### config.mk
export PLATFORM = sky130hd
export DESIGN_NAME = cls381_rd_collect
export DESIGN_NICKNAME = d
export VERILOG_FILES = /design/src/rtl/cls381_rd_collect.sv
export SDC_FILE = /design/constraint.sdc
export NUM_CORES = 1
export LEC_CHECK = 0
export ABC_AREA = 1
export CAP_MARGIN = 20
export CORE_MARGIN = 8
export CORE_UTILIZATION = 50
export CTS_CLUSTER_DIAMETER = 50
export DETAILED_ROUTE_END_ITERATION = 10
export PLACE_DENSITY = 0.73
export SYNTH_ARGS = -nofsm -noshare
export SYNTH_HDL_FRONTEND = slang
export SYNTH_SLANG_ARGS = --single-unit
### constraint.sdc
create_clock -name i2c_clk -period 3.1 [get_ports i2c_clk]
set_clock_uncertainty 0.2 [all_clocks]
set_input_delay 0.62 -clock i2c_clk [delete_from_list [all_inputs] [get_ports i2c_clk]]
set_output_delay 0.62 -clock i2c_clk [all_outputs]
set_load 0.1 [all_outputs]
### src/rtl/cls381_rd_collect.sv
// CLS381 colour read collector: checks the 0x0F..0x13 register read order and publishes green/red/blue 20-bit words atomically.
// Optional `define CLS381_AVG_EN replaces raw outputs with a 4-frame running average per channel.
module cls381_rd_collect #(
  parameter logic [15:0] TIMEOUT_MAX = 16'd2000
) (
  input  logic        i2c_clk,
  input  logic        sys_rst_n,
  input  logic        rd_valid,
  input  logic [7:0]  rd_addr,
  input  logic [7:0]  rd_data,
  output logic [19:0] green,
  output logic [19:0] red,
  output logic [19:0] blue,
  output logic        data_valid,
  output logic        frame_err
);

  typedef enum logic {IDLE, COLLECT} state_t;

  state_t      state, state_nx;
  logic [3:0]  idx, idx_nx;
  logic [15:0] cnt, cnt_nx;
  logic        err_nx, done_nx, sh_we, sh_clr;
  logic [2:0]  sh_sel;
  logic [7:0]  sh [8];
  logic [19:0] w_g, w_r, w_b;

  function automatic logic [7:0] exp_addr(input logic [3:0] i);
    case (i)
      4'd0:    return 8'h0F;
      4'd1:    return 8'h0E;
      4'd2:    return 8'h0D;
      4'd3:    return 8'h12;
      4'd4:    return 8'h11;
      4'd5:    return 8'h10;
      4'd6:    return 8'h15;
      4'd7:    return 8'h14;
      default: return 8'h13;
    endcase
  endfunction

  // Only the low nibble of the MSB byte belongs to the 20-bit word.
  function automatic logic [19:0] chan(input logic [7:0] msb, input logic [7:0] mid,
                                       input logic [7:0] lsb);
    return 20'({msb & 8'h0F, mid, lsb});
  endfunction

  always_ff @(posedge i2c_clk or negedge sys_rst_n) begin
    if (!sys_rst_n) begin
      state      <= IDLE;
      idx        <= 4'd0;
      cnt        <= 16'd0;
      data_valid <= 1'b0;
      frame_err  <= 1'b0;
    end else begin
      state      <= state_nx;
      idx        <= idx_nx;
      cnt        <= cnt_nx;
      data_valid <= done_nx;
      frame_err  <= err_nx;
    end
  end

  always_comb begin
    state_nx = state;
    idx_nx   = idx;
    cnt_nx   = cnt;
    err_nx   = 1'b0;
    done_nx  = 1'b0;
    sh_we    = 1'b0;
    sh_clr   = 1'b0;
    sh_sel   = idx[2:0];
    case (state)
      IDLE: begin
        cnt_nx = 16'd0;
        if (rd_valid && rd_addr == 8'h0F) begin
          state_nx = COLLECT;
          idx_nx   = 4'd1;
          sh_we    = 1'b1;
          sh_sel   = 3'd0;
        end
      end
      COLLECT: begin
        if (rd_valid) begin
          cnt_nx = 16'd0;
          if (rd_addr == exp_addr(idx)) begin
            if (idx == 4'd8) begin
              done_nx  = 1'b1;
              state_nx = IDLE;
              idx_nx   = 4'd0;
            end else begin
              sh_we  = 1'b1;
              idx_nx = idx + 4'd1;
            end
          end else begin
            err_nx = 1'b1;
            sh_clr = 1'b1;
            // A stray 0x0F is the start of a new frame rather than noise.
            if (rd_addr == 8'h0F) begin
              sh_we  = 1'b1;
              sh_sel = 3'd0;
              idx_nx = 4'd1;
            end else begin
              state_nx = IDLE;
              idx_nx   = 4'd0;
            end
          end
        end else if (cnt == TIMEOUT_MAX - 16'd1) begin
          err_nx   = 1'b1;
          sh_clr   = 1'b1;
          state_nx = IDLE;
          idx_nx   = 4'd0;
          cnt_nx   = 16'd0;
        end else begin
          cnt_nx = cnt + 16'd1;
        end
      end
      default: begin
        state_nx = IDLE;
        idx_nx   = 4'd0;
      end
    endcase
  end

  always_ff @(posedge i2c_clk or negedge sys_rst_n) begin
    if (!sys_rst_n) begin
      for (int k = 0; k < 8; k++) sh[k] <= 8'h00;
    end else begin
      if (sh_clr)
        for (int k = 0; k < 8; k++) sh[k] <= 8'h00;
      if (sh_we)
        sh[sh_sel] <= rd_data;
    end
  end

  // The last byte bypasses the shadows so the words land one cycle after it.
  assign w_g = chan(sh[0], sh[1], sh[2]);
  assign w_r = chan(sh[3], sh[4], sh[5]);
  assign w_b = chan(sh[6], sh[7], rd_data);

`ifdef CLS381_AVG_EN
  logic [19:0] hist [3][4];
  logic [19:0] nw [3];
  logic [19:0] avg_nx [3];
  logic [1:0]  ptr;
  logic        filled;

  function automatic logic [19:0] avg4(input logic [19:0] a, input logic [19:0] b,
                                       input logic [19:0] c, input logic [19:0] d);
    logic [21:0] s;
    s = 22'(a) + 22'(b) + 22'(c) + 22'(d);
    return 20'(s >> 2);
  endfunction

  always_comb begin
    nw[0] = w_g;
    nw[1] = w_r;
    nw[2] = w_b;
    for (int c = 0; c < 3; c++)
      avg_nx[c] = avg4((ptr == 2'd0) ? nw[c] : hist[c][0],
                       (ptr == 2'd1) ? nw[c] : hist[c][1],
                       (ptr == 2'd2) ? nw[c] : hist[c][2],
                       (ptr == 2'd3) ? nw[c] : hist[c][3]);
  end

  always_ff @(posedge i2c_clk or negedge sys_rst_n) begin
    if (!sys_rst_n) begin
      for (int c = 0; c < 3; c++)
        for (int k = 0; k < 4; k++) hist[c][k] <= 20'd0;
      ptr    <= 2'd0;
      filled <= 1'b0;
      green  <= 20'd0;
      red    <= 20'd0;
      blue   <= 20'd0;
    end else if (done_nx) begin
      if (!filled) begin
        // First frame seeds the whole history so the average starts at its value.
        for (int c = 0; c < 3; c++)
          for (int k = 0; k < 4; k++) hist[c][k] <= nw[c];
        filled <= 1'b1;
        green  <= nw[0];
        red    <= nw[1];
        blue   <= nw[2];
      end else begin
        for (int c = 0; c < 3; c++) hist[c][ptr] <= nw[c];
        ptr   <= ptr + 2'd1;
        green <= avg_nx[0];
        red   <= avg_nx[1];
        blue  <= avg_nx[2];
      end
    end
  end
`else
  always_ff @(posedge i2c_clk or negedge sys_rst_n) begin
    if (!sys_rst_n) begin
      green <= 20'd0;
      red   <= 20'd0;
      blue  <= 20'd0;
    end else if (done_nx) begin
      green <= w_g;
      red   <= w_r;
      blue  <= w_b;
    end
  end
`endif

endmodule

Word level (Yosys, flattened, before mapping) --
Memories as Yosys holds them, arrays and structs flattened. Index checks and enable logic that the tools add are counted.
Storage, ports and cells: memories kept 1, bits in registers 147, latch bits 0, input bits 19, bits in read-only memories 40, RAM bits 0, logic and storage cells 72, output and inout port bits 62
Operators by class: bitwise gates (word level) 2, divide/modulo/power cells 0, reductions and logical operators 3, equal/unequal tests 6, multiply operators 0, shift operators 0, add/subtract/negate cells 2, mux-type cells 40, order comparisons 2
Memories:
- (name not given) | depth 8, bits a word 5, rd ports 1, clocked after memory_dff 0, write ports 0, RTL line 29 | case (i)
Operator list (count):
- two-way mux 64 bit | 2
- bitwise mux 64 bit | 1
- two-way mux 16 bit | 2
- two-way mux 8 bit | 4
- case mux 16 bit (2 select lines) | 1
- demux 8 bit (select 3 bit) | 1
- two-way mux 4 bit | 5
- adder 16 x 1 -> 16 bit, second input constant | 1
- == test 16 x 11 -> 1 bit, second input constant | 1
- two-way mux 1 bit | 16
- two-way mux 3 bit | 4
- == test 8 x 4 -> 1 bit, second input constant | 1
- == test 8 bit | 1
- case mux 4 bit (2 select lines) | 1
- case mux 3 bit (2 select lines) | 1
- adder 4 x 1 -> 4 bit, second input constant | 1
- == test 4 bit, second input constant | 1
- greater-or-equal comparator 4 bit, second input constant | 1
- less-than comparator 4 x 1 -> 1 bit, second input constant | 1
- NOT 3 -> 4 bit | 1
- case mux 1 bit (2 select lines) | 2
- inequality test 3 x 2 -> 1 bit, second input constant | 1
- logical AND 1 bit | 2
- inequality test 2 bit, second input constant | 1
- other kinds (2) | 2

Logic depth before layout (Yosys ltp) --
An unclocked memory read counts as a cell.
word-level depth 15, mapped depth 19, gate-level depth less buffers 17

Worst setup path before layout --
OpenSTA, ideal clock, no wires.
path type register -> register, start reg idx[0], end reg sh[40] (netlist bit), required time 2.776 ns, arrival 2.042 ns, cell stages (with the launch flop) 19, clock period less this slack 2.366 ns, slack 0.734 ns, cell sequence dfrtp_1 -> ha_1 -> inv_1 -> ha_1 -> inv_1 -> nor2_1 -> nand2_1 -> nand2_1 -> nand2_1 -> nor2_2 -> nand2_1 -> nor2_2 -> nand3_1 -> nand3_2 -> nand2_2 -> buf_6 -> clkbuf_2 -> o21ai_0 -> nand2_1
On the way: longest elaborated chain between the ends 15, elaborated cells between the ends (all ways) 27, classes of those cells order compare (2); eq/ne (2); mux (20); bitwise (1); reduce/logical (1); memory (1)
Ends and longest elaborated chain:
- start, declared | RTL line 21 | logic [3:0] idx, idx_nx;
- start signal, assigned | RTL line 57 | idx <= idx_nx;
- memory read (8 x 5 bit)
- two-way mux 8 bit | RTL line 29
- two-way mux 8 bit | RTL line 84 | if (rd_valid) begin
- two-way mux 8 bit | RTL line 73 | case (state)
- == test 8 bit | RTL line 86 | if (rd_addr == exp_addr(idx)) begin
- two-way mux 3 bit | RTL line 86
- two-way mux 3 bit | RTL line 84
- case mux 3 bit (2 select lines) | RTL line 73
- NOT 3 -> 4 bit (implied by the code) | RTL line 132 | sh[sh_sel] <= rd_data;
- greater-or-equal comparator 4 bit (implied by the code) / less-than comparator 4 x 1 -> 1 bit (equally long branches) | RTL line 132
- logical AND 1 bit (implied by the code) | RTL line 132
- two-way mux 8 bit (implied by the code) | RTL line 132
- demux 8 bit (select 3 bit) | RTL line 132
- bitwise mux 64 bit | RTL line 132
- two-way mux 64 bit (*) | RTL line 131 | if (sh_we)
- end signal, assigned by index | RTL line 132
- end, declared | RTL line 25 | logic [7:0] sh [8];
Mark *: on every way between the ends. The rest lies on a longest branch, timed or not. The select of a mux whose other input is x is not followed. A chain may end at the register's enable or synchronous reset.

Worst setup path after layout --
start reg idx[0], end reg blue[7]
On the way: longest elaborated chain between the ends 8, elaborated cells between the ends (all ways) 10, classes of those cells eq/ne (2); mux (7); memory (1)
Ends and longest elaborated chain:
- memory read (8 x 5 bit)
- two-way mux 8 bit | RTL line 29
- two-way mux 8 bit | RTL line 84
- two-way mux 8 bit | RTL line 73
- == test 8 bit | RTL line 86
- two-way mux 1 bit (*) | RTL line 86
- two-way mux 1 bit (*) | RTL line 84
- two-way mux 1 bit (*) | RTL line 73
- end signal, assigned | RTL line 202 | blue <= w_b;
- end, declared | RTL line 13 | output logic [19:0] blue,
Marked as above.

==> metrics.yaml <==
worst_slew_pin_slew_ns: 0.5843
dieArea_sq_um: 16370
max_stage_delay_ns: 0.46
rsz0062_at_grt: "false"
dr_total_vias: 5238
status: "complete, no violations"
final_cells: 1061
syn-mean-instance-area_sq_um: 7.923
grt_pass1_vias: 5176
antenna_found_initial: 0
seq_area_sq_um: 3378
area_growth_pct: 22.72
critical_path_class: "reg2reg"
place.gp.congestion: 0.8200
fin_util_pct: 61.95
p_per_area_nw_per_um2: 565.1
drive_above_1_share_pct: 13.27
hold_viol_final: 0
synth.distinct_cells: 31
drt_iter0_markers: 428
synth_seq_cells: 135
ir_drop_mv: 0.2876
clockRootBuffer: "clkbuf_16"
dp.cells: 1028
worstPathMaxFanout: 82
cts_setup_buffers: 0
required_ns: 3.20
fmax_mhz: 356.2
cts_tree: "done"
antenna_cells: 0
grt-ovfl-total: 0
postRouteAntennaNets: 0
static-leakage-power_nw: 4.299
layout_min_cycle_time_ns: 2.807
die_h_um: 128.0
place_hpwl_um: 9924
cts-buffers-inserted: 17
yosysSeqAreaShare_pct: 53.90
slowest_stage: "dfrtp_1"
rows: 41
rr_worst_depth: 13
min_path_cells: 2
netlist_instances: 791
dr.pass1.iters: 6
final.setup.worst_slack_ns: 0.2929
avgViaCountPerCell: 4.937
nets: 901
synth.area.top_cells: "dfrtp_1, inv_1, nand2_1"
start_util_pct: 50.48
crit_buf_inv: 5
drc: 0
post_dp_cell_area_sq_um: 7139
syn_area_sq_um: 6267
grt_pass1_wl_um: 24630
core_area_sq_um: 12410
fillCellCount: 1097
cts_max_level: 4
yosysTopAreaCell: "dfrtp_1"
preCtsSetupSlack_ns: -0.04992
stdcell_area_sq_um: 7691
grt_max_degree: 82
wl_per_cell_um: 13.70
multi_input_area_sq_um: 2175
grt.total_usage_pct: 18.99
synth_top_area_share_pct: 53.90
die_x_um: 128.0
insertion_delay_ns: 0.42
cp.depth: 13
cts.path.max_buffers: 2
fin_crit_sh_pct: 90.55
cts_sinks: 135
hold_path_class: "reg2reg"
final-setup-viol-count: 0
top_level_ports: 81
cp-start-kind: "flop"
synth-warning-count: 0
max_cap_violations: 0
cp.arrival_ns: 2.91
crit_path_end_kind: "flop"
crit_chain: "inv_2 > ha_1 > o21ai_0 > nand3_1 > nand2_1 > nand2_1 > inv_1 > nor2_2 > nand4_1 > clkbuf_16 > clkinvlp_2 > a21boi_0 > inv_1"
relSlewSlack_pct: 60.71
finalMaxSlewViolations: 0
fin_total_pwr_mw: 4.346
wl_um: 14530
port-buffer-count: 80
crit_family: "buffers and inverters"
syn_nets: 815
clk_pin_slew_worst_paths_ns: 0.05
cells in the mapped netlist (all sizes together):
| cell | n |
|---|---|
| o21a | 1 |
| a21boi | 8 |
| o22ai | 3 |
| inv | 152 |
| nand3 | 43 |
| ha | 5 |
| dfrtp | 135 |
| clkbuf | 17 |
| xor2 | 2 |
| a31oi | 1 |
| nor3 | 5 |
| buf | 14 |
| nand4 | 10 |
| o31ai | 1 |
| nand2 | 134 |
| a21oi | 62 |
| a211oi | 2 |
| or2 | 1 |
| o21ai | 57 |
| nor4 | 2 |
| nor2 | 135 |
| nor3b | 1 |
timing repair:
action	4_1_cts	5_1_grt
endpoints found under the hold margin	3	0
hold buffers	1	0
gates resized for setup	0	2
setup endpoints to repair	0	8
stage by stage:
step / TNS (ns) / hold slack, ns
global placement: 0 / 0.2570
CTS: 0 / 0.2764
detailed placement: -0.2293 / 0.2634
floorplan: 0 / 0.1244
finish: 0 / 0.2731
global route: 0 / 0.2963
placed cells by master, fill, tap and decap left out, types with 3 or more instances in the layout:
cell             synthesis  routed
clkinv_2                 0       3
nor2_1                 129     129
o22ai_1                  3       3
clkdlybuf4s50_1          0      17
buf_4                    2      76
ha_1                     5       5
nand3_1                 42      42
a21oi_1                 62      62
nand4_1                 10      10
o21ai_0                 47      47
nor3_1                   5       5
clkbuf_1                14       8
a21boi_0                 8       8
dfrtp_1                135     135
inv_1                  148     147
nand2_1                132     132
o21ai_1                 10      10
clkbuf_16                0      18
nor2_4                   3       4
inv_2                    4       4
path summary, 6_finish.rpt:
kind,from,end,slack (ns)
min in group asynchronous,sys_rst_n,green[2],0.53
max reg2reg,idx[0],blue[7],0.29
min,blue[15],blue[15],0.27
min reg2reg,blue[15],blue[15],0.27
max,idx[0],blue[7],0.29
max in group asynchronous,sys_rst_n,cnt[9],1.34
registers in the layout (all words and copies together) (netlist names):
register    count
idx             4
blue           20
red            20
state           1
sh             52
frame_err       1
green          20
data_valid      1
cnt            16
final cells by class:
class | count | area share [%]
Sequential cell | 135 | 43.92
Inverter | 152 | 7.467
Tap cell | 172 | 2.798
Timing Repair Buffer | 97 | 10.61
Clock buffer | 27 | 6.279
Multi-Input combinational cell | 473 | 28.27
Clock inverter | 4 | 0.5857
Timing Repair inverter | 1 | 0.06507
where the power goes:
part           internal [mW]  switching, mW  leakage, nW  total, mW
combinational          0.183          0.465         2.17      0.648
sequential              1.83         0.0445         1.87       1.87
clock                   1.14          0.687        0.259       1.82
logic make-up after synthesis:
kind of cell	count (synthesis)	share of synthesized area, %
AND/OR/NAND/NOR	331	22.00
buffers and inverters	183	11.48
AO/OA/AOI/OAI	135	11.34
flip-flops	135	53.90
adder cells (fa/ha/maj)	5	0.9982
XOR/XNOR	2	0.2795
layer usage:
metal / GRT usage, % / vias up / routed length [um]
met1: 23.38 / 2491 / 6527
met5: 0 / - / 0
met3: 5.616 / 13 / 866
met2: 31.08 / 127 / 6990
li1: - / 2607 / -
met4: 6.713 / 0 / 148
worst register-to-register path: stages (launching register included):
cell	delay, ns
dfrtp_1	0.46
inv_2	0.13
ha_1	0.24
o21ai_0	0.24
nand3_1	0.10
nand2_1	0.07
nand2_1	0.08
inv_1	0.07
nor2_2	0.04
nand4_1	0.14
clkbuf_16	0.34
clkinvlp_2	0.31
a21boi_0	0.22
inv_1	0.05
(Power assumes the default switching activity.)
